## config.mk

```make
export PLATFORM = sky130hd
export DESIGN_NAME = a0_trace_monitor_flat
export DESIGN_NICKNAME = d
export VERILOG_FILES = /design/src/rtl/trace_pkg.sv /design/src/rtl/a0_trace_monitor_if.sv /design/src/rtl/sync_fifo.sv /design/src/rtl/a0_trace_monitor.sv /design/src/flat_wrapper.sv
export SDC_FILE = /design/constraint.sdc
export NUM_CORES = 1
export LEC_CHECK = 0
export BUFFER_PORTS_ARGS = -buffer_cell sky130_fd_sc_hd__buf_4
export CORE_MARGIN = 1
export CORE_UTILIZATION = 45
export CTS_CLUSTER_SIZE = 16
export DETAILED_ROUTE_END_ITERATION = 7
export HOLD_SLACK_MARGIN = 0.08
export SLEW_MARGIN = 20
export SYNTH_ARGS = -nofsm -noshare
export SYNTH_HDL_FRONTEND = slang
export SYNTH_SLANG_ARGS = --single-unit
```

## constraint.sdc

```tcl
create_clock -name clk -period 7.1 [get_ports clk]
set_input_delay 0.71 -clock clk [delete_from_list [all_inputs] [get_ports clk]]
set_output_delay 0.71 -clock clk [all_outputs]
set_load 0.05 [all_outputs]
```

## src/rtl/trace_pkg.sv

```systemverilog
// Purpose: shared types and default sizing for the a0 trace monitor.
// Contents: default DEPTH/TS_W/DROP_W, data width, default trace entry type.
package trace_pkg;

    localparam int unsigned DEPTH_DEF  = 16;
    localparam int unsigned TS_W_DEF   = 16;
    localparam int unsigned DROP_W_DEF = 8;
    localparam int unsigned DATA_W     = 32;

    // One recorded a0 change: value plus timestamp of the capture cycle.
    typedef struct packed {
        logic [DATA_W-1:0]   data;
        logic [TS_W_DEF-1:0] ts;
    } trace_entry_t;

endpackage

```

## src/rtl/a0_trace_monitor_if.sv

```systemverilog
// Purpose: signal bundle between the trace monitor and its driver/consumer.
// master: drives a0, en, out_ready, clear_ovf; observes the stream and status.
// slave : the monitor side (inputs/outputs reversed).
interface a0_trace_monitor_if #(
    parameter int unsigned DEPTH  = trace_pkg::DEPTH_DEF,
    parameter int unsigned TS_W   = trace_pkg::TS_W_DEF,
    parameter int unsigned DROP_W = trace_pkg::DROP_W_DEF
);
    import trace_pkg::*;

    localparam int unsigned CNT_W = $clog2(DEPTH) + 1;

    logic [DATA_W-1:0] a0;
    logic              en;
    logic              out_ready;
    logic              clear_ovf;
    logic              out_valid;
    logic [DATA_W-1:0] out_data;
    logic [TS_W-1:0]   out_ts;
    logic [CNT_W-1:0]  count;
    logic              overflow;
    logic [DROP_W-1:0] drop_cnt;

    modport master (
        output a0, en, out_ready, clear_ovf,
        input  out_valid, out_data, out_ts, count, overflow, drop_cnt
    );

    modport slave (
        input  a0, en, out_ready, clear_ovf,
        output out_valid, out_data, out_ts, count, overflow, drop_cnt
    );

endinterface

```

## src/rtl/sync_fifo.sv

```systemverilog
// Purpose: single-clock first-word-fall-through FIFO.
// Ports: clk, reset (async, active-high), i_push/i_data write side,
//        i_pop read side, o_head (head entry, zero while empty),
//        o_empty, o_full, o_count (occupancy).
// Callers must not push when full without a same-cycle pop, nor pop when empty.
module sync_fifo
    import trace_pkg::*;
#(
    parameter int unsigned DEPTH = DEPTH_DEF,
    parameter type         T     = trace_entry_t,
    localparam int unsigned CNT_W = $clog2(DEPTH) + 1
) (
    input  logic             clk,
    input  logic             reset,
    input  logic             i_push,
    input  T                 i_data,
    input  logic             i_pop,
    output T                 o_head,
    output logic             o_empty,
    output logic             o_full,
    output logic [CNT_W-1:0] o_count
);

    localparam int unsigned PTR_W = $clog2(DEPTH);

    T                 r_mem [DEPTH];
    logic [PTR_W-1:0] r_wr_ptr;
    logic [PTR_W-1:0] r_rd_ptr;
    logic [CNT_W-1:0] r_count;

    // Pointers wrap naturally since DEPTH is a power of two.
    always_ff @(posedge clk or posedge reset) begin
        if (reset) begin
            r_wr_ptr <= '0;
            r_rd_ptr <= '0;
            r_count  <= '0;
        end else begin
            if (i_push) r_wr_ptr <= r_wr_ptr + PTR_W'(1);
            if (i_pop)  r_rd_ptr <= r_rd_ptr + PTR_W'(1);
            case ({i_push, i_pop})
                2'b10:   r_count <= r_count + CNT_W'(1);
                2'b01:   r_count <= r_count - CNT_W'(1);
                default: r_count <= r_count;
            endcase
        end
    end

    // Storage array; contents are only observed through a valid head.
    always_ff @(posedge clk) begin
        if (i_push) r_mem[r_wr_ptr] <= i_data;
    end

    assign o_empty = (r_count == '0);
    assign o_full  = (r_count == CNT_W'(DEPTH));
    assign o_count = r_count;
    // Zero the head while empty so nothing uninitialised leaks out.
    assign o_head  = o_empty ? '0 : r_mem[r_rd_ptr];

endmodule

```

## src/rtl/a0_trace_monitor.sv

```systemverilog
// Purpose: records every change of the CPU a0 register as a timestamped
//          entry in a FWFT FIFO, with sticky overflow and drop counter.
// Ports: clk, reset (async, active-high), bus (slave modport):
//        a0/en capture inputs, out_valid/out_ready/out_data/out_ts stream,
//        count occupancy, overflow/drop_cnt/clear_ovf loss reporting.
module a0_trace_monitor
    import trace_pkg::*;
#(
    parameter int unsigned DEPTH  = DEPTH_DEF,
    parameter int unsigned TS_W   = TS_W_DEF,
    parameter int unsigned DROP_W = DROP_W_DEF
) (
    input  logic              clk,
    input  logic              reset,
    a0_trace_monitor_if.slave bus
);

    localparam int unsigned CNT_W = $clog2(DEPTH) + 1;

    // Entry type sized by this instance's timestamp width.
    typedef struct packed {
        logic [DATA_W-1:0] data;
        logic [TS_W-1:0]   ts;
    } entry_t;

    logic [DATA_W-1:0] r_a0_q;
    logic [TS_W-1:0]   r_ts;
    logic              r_overflow;
    logic [DROP_W-1:0] r_drop_cnt;

    logic             w_evt;
    logic             w_push;
    logic             w_pop;
    logic             w_drop;
    logic             w_full;
    logic             w_empty;
    entry_t           w_entry;
    entry_t           w_head;
    logic [CNT_W-1:0] w_count;

    assign w_evt   = bus.en && (bus.a0 != r_a0_q);
    assign w_pop   = !w_empty && bus.out_ready;
    // A full FIFO still accepts when the head leaves in the same cycle.
    assign w_push  = w_evt && (!w_full || w_pop);
    assign w_drop  = w_evt && w_full && !w_pop;
    assign w_entry = '{data: bus.a0, ts: r_ts};

    // Previous-value tracker runs regardless of en; timestamp free-runs.
    always_ff @(posedge clk or posedge reset) begin
        if (reset) begin
            r_a0_q <= '0;
            r_ts   <= '0;
        end else begin
            r_a0_q <= bus.a0;
            r_ts   <= r_ts + TS_W'(1);
        end
    end

    // Loss reporting; a drop coinciding with a clear counts as the first drop.
    always_ff @(posedge clk or posedge reset) begin
        if (reset) begin
            r_overflow <= 1'b0;
            r_drop_cnt <= '0;
        end else if (bus.clear_ovf) begin
            r_overflow <= w_drop;
            r_drop_cnt <= w_drop ? DROP_W'(1) : '0;
        end else if (w_drop) begin
            r_overflow <= 1'b1;
            if (r_drop_cnt != '1) r_drop_cnt <= r_drop_cnt + DROP_W'(1);
        end
    end

    sync_fifo #(
        .DEPTH (DEPTH),
        .T     (entry_t)
    ) u_fifo (
        .clk     (clk),
        .reset   (reset),
        .i_push  (w_push),
        .i_data  (w_entry),
        .i_pop   (w_pop),
        .o_head  (w_head),
        .o_empty (w_empty),
        .o_full  (w_full),
        .o_count (w_count)
    );

    assign bus.out_valid = !w_empty;
    assign bus.out_data  = w_head.data;
    assign bus.out_ts    = w_head.ts;
    assign bus.count     = w_count;
    assign bus.overflow  = r_overflow;
    assign bus.drop_cnt  = r_drop_cnt;

endmodule

```

## src/flat_wrapper.sv

```systemverilog
// flat-port wrapper written by rule: the top's interface ports become plain ports
module a0_trace_monitor_flat import trace_pkg::*;
#(
    parameter int unsigned DEPTH  = DEPTH_DEF,
    parameter int unsigned TS_W   = TS_W_DEF,
    parameter int unsigned DROP_W = DROP_W_DEF
)
  (clk, reset, bus_a0, bus_en, bus_out_ready, bus_clear_ovf, bus_out_valid, bus_out_data, bus_out_ts, bus_count, bus_overflow, bus_drop_cnt);
  a0_trace_monitor_if #(.DEPTH(DEPTH), .TS_W(TS_W), .DROP_W(DROP_W)) bus_i ();
  input  logic clk;
  input  logic reset;
  input wire logic [$bits(bus_i.a0)-1:0] bus_a0;
  input wire logic [$bits(bus_i.en)-1:0] bus_en;
  input wire logic [$bits(bus_i.out_ready)-1:0] bus_out_ready;
  input wire logic [$bits(bus_i.clear_ovf)-1:0] bus_clear_ovf;
  output wire logic [$bits(bus_i.out_valid)-1:0] bus_out_valid;
  output wire logic [$bits(bus_i.out_data)-1:0] bus_out_data;
  output wire logic [$bits(bus_i.out_ts)-1:0] bus_out_ts;
  output wire logic [$bits(bus_i.count)-1:0] bus_count;
  output wire logic [$bits(bus_i.overflow)-1:0] bus_overflow;
  output wire logic [$bits(bus_i.drop_cnt)-1:0] bus_drop_cnt;
  assign bus_i.a0 = bus_a0;
  assign bus_i.en = bus_en;
  assign bus_i.out_ready = bus_out_ready;
  assign bus_i.clear_ovf = bus_clear_ovf;
  assign bus_out_valid = bus_i.out_valid;
  assign bus_out_data = bus_i.out_data;
  assign bus_out_ts = bus_i.out_ts;
  assign bus_count = bus_i.count;
  assign bus_overflow = bus_i.overflow;
  assign bus_drop_cnt = bus_i.drop_cnt;
  a0_trace_monitor #(.DEPTH(DEPTH), .TS_W(TS_W), .DROP_W(DROP_W)) u_core (.clk(clk), .reset(reset), .bus(bus_i));
endmodule
```

==> flow_summary.ini <==
[status]
status = finished, final reports clean

[sta]
finalSetupViolations = 0
setup_ws_ns = 2.52
min_period_over_period_pct = 64.5
rsz0062_at_grt = false
tightest_slew_ns = 1.11
maxSlewHeadroom_pct = 25.5
slew_viol_final = 0
period_minus_slack_ns = 4.58
skew_ns = 0.0258
hold_violations = 0
setup_tns_ns = 0
timing.fmax_mhz = 218

[global_route]
grt_pass1_wl_mm = 104
antenna_found_initial = 1
grt_usage_pct = 19.5
first_global_vias = 15400
grt_max_degree = 112
grt_overflow = 0

[cts]
cts.hold.buffers_added = 0
clock_path_buffers = 3
cts_tree = done
clk_latency_ns = 0.63
htree_levels = 3
post-cts-setup-buffer-count = 0
clk_pin_slew_ns = 0.06
cts-resized-gates = 0
clock-sinks = 838
cts_buffers = 86
cts_root_buf = clkbuf_16

[power_and_ir_drop]
vdd_ir_drop_max_mv = 0.282
leakage_uw = 0.0124
power_uw = 15400
p_per_area_mw_per_mm2 = 416

[flow_run]
max-cap-violations = 0

[worst_setup_path]
crit_chain = buf_4 -> mux4_1 -> mux4_2 -> and2_1 -> buf_4
cp_num_buf_inv = 2
r2r_end = u_core.u_fifo.r_mem[12][18]
path_class = register to output port
worstPathArrival_ns = 3.87
critPathTopFamily = multiplexers
required_ns = 6.39
crit_slowest_cell = buf_4
r2r_start = u_core.r_a0_q[28]
end_kind = output port
r2r_slack_ns = 3.57
critPathMaxStageDelay_ns = 0.85
reg2reg_depth = 9
worstPathMaxFanout = 49
start_kind = register
path_common_cell = buf_4

[route]
drc = 0
num_vias = 14400
avgRoutedWirePerCell_um = 27.4
vias_per_cell = 5.64
postRouteAntennaNets = 0
drt_iter0_drc = 1205
dr.pass1.iters = 5
routed_wl_mm = 70.0

[yosys]
syn_nets = 1432
synthArstFlopShare_pct = 8.35
synth_edf_count = 768
syn_avg_cell_area_sq_um = 23.6
syn_area_sq_mm = 0.0326
synth_top_area_share_pct = 70.7
ys_ff_latch = 838
synth_top_flop_cell = edfxtp_1
ys_top_cells_by_area = edfxtp_1 (71%), mux4_2 (12%), dfrtp_1 (5.4%), mux4_1 (5.1%), and2_1 (1.1%)
yosysUniqueCellTypes = 41
yosysWarnings = 0
synthCells = 1384
seq_area_frac_synth_pct = 76.1
synth_top_area_cell = edfxtp_1

[place]
placed_area_sq_mm = 0.0344
io_buffer_count = 99
dp_slack_ns = 2.95
gp_congestion = 0.734
dpl.hpwl_mm = 36.3

[die]
io_pins = 100
row_count = 98
die_h_um = 271
die-area_sq_mm = 0.0736
start_util_pct = 45.5
die_w_um = 271
coreArea_sq_mm = 0.0716

[layout]
final_cell_mix = edfxtp_1 (768), mux4_2 (177), buf_4 (121), clkbuf_16 (88), dfrtp_1 (66)
area_growth_pct = 13.8
layout-drive-gt1-share_pct = 27.5
mostFrequentLayoutCell = edfxtp_1
nNetsFinal = 1581
final_cell_area_sq_mm = 0.0371

[worst_hold_path]
min_path_type = input port to async pin
-- layout make-up --
cell class | count | area (sq um)
well taps | 950 | 1190
inverters | 11 | 42.5
repair buffers | 124 | 976
flip-flops and latches | 838 | 24800
clock buffers | 117 | 2360
multi-input cells | 472 | 7370
fillers | 5590 | 34500
clock inverters | 40 | 359
diodes | 1 | 2.50
-- worst max path at each step --
stage,startpoint,slack [ns],cells past startpoint,endpoint
floorplan,bus_a0[9],1.77,8,u_core.u_fifo.r_mem[7][0]
global route,u_core.u_fifo.r_rd_ptr[0],2.27,5,bus_out_data[14]
global placement,u_core.u_fifo.r_rd_ptr[0],3.01,5,bus_out_data[19]
finish,u_core.u_fifo.r_rd_ptr[0],2.52,5,bus_out_data[19]
CTS,u_core.u_fifo.r_rd_ptr[0],2.34,5,bus_out_data[19]
detailed placement,bus_a0[4],2.95,10,u_core.u_fifo.r_mem[12][27]
-- kinds of logic (layout without fill, tap and decap cells) --
group	count (synthesis)	after routing	share of synthesized area, %
xor gates and xnor gates	55	55	1.48
muxes	245	245	17.5
AOI/OAI and AO/OA	20	20	0.476
and+or+nand+nor	141	141	2.47
adders and majority gates	11	11	0.445
buffers and inverters	74	292	1.59
DFF	838	838	76.1
other	0	1	0
-- registers in the layout, summed over array words and instances, names as in the netlist --
signal / count
u_core.bus.drop_cnt: 8
u_core.bus.overflow: 1
u_core.r_a0_q: 32
u_core.r_ts: 16
u_core.u_fifo.o_count: 5
u_core.u_fifo.r_mem: 768
u_core.u_fifo.r_rd_ptr: 4
u_core.u_fifo.r_wr_ptr: 4
-- Yosys cell counts, types with 2 or more instances --
cell type / n
a21o_1: 4
nand4_1: 6
nand3_1: 8
nand3b_1: 2
a21oi_1: 5
mux4_2: 177
o21ai_0: 2
mux2_1: 4
nor3_1: 6
nor4_1: 12
nor3b_1: 2
ha_1: 10
mux4_1: 63
clkbuf_1: 35
a311oi_1: 2
dfrtp_1: 70
buf_2: 3
nor2b_1: 4
buf_1: 5
nor2_1: 14
xor2_1: 38
buf_6: 10
and2_1: 56
buf_12: 10
inv_1: 11
and3_1: 13
edfxtp_1: 768
nand2_1: 15
xnor2_1: 17
-- report_power, final --
group          internal [uW]  switching (uW)
registers               5850             334
logic                   2060            2820
clock network           2550            1820
-- metal layers --
layer	global-route usage (%)	share of wire [%]
met1	27.5	44
met2	31.7	50
met3	3.18	4.9
met4	5.19	1.6
met5	0	0
-- metrics by stage --
step / util (%) / instances / hold slack, ns
floorplan: - / 1384 / 0.523
global placement: 48.0 / 2394 / 0.495
detailed placement: 48.0 / 2394 / 0.487
CTS: 51.8 / 2551 / 0.153
global route: 51.8 / 2553 / 0.192
finish: 51.8 / 2553 / 0.161
Note: power is estimated with default switching activity, not from simulation.
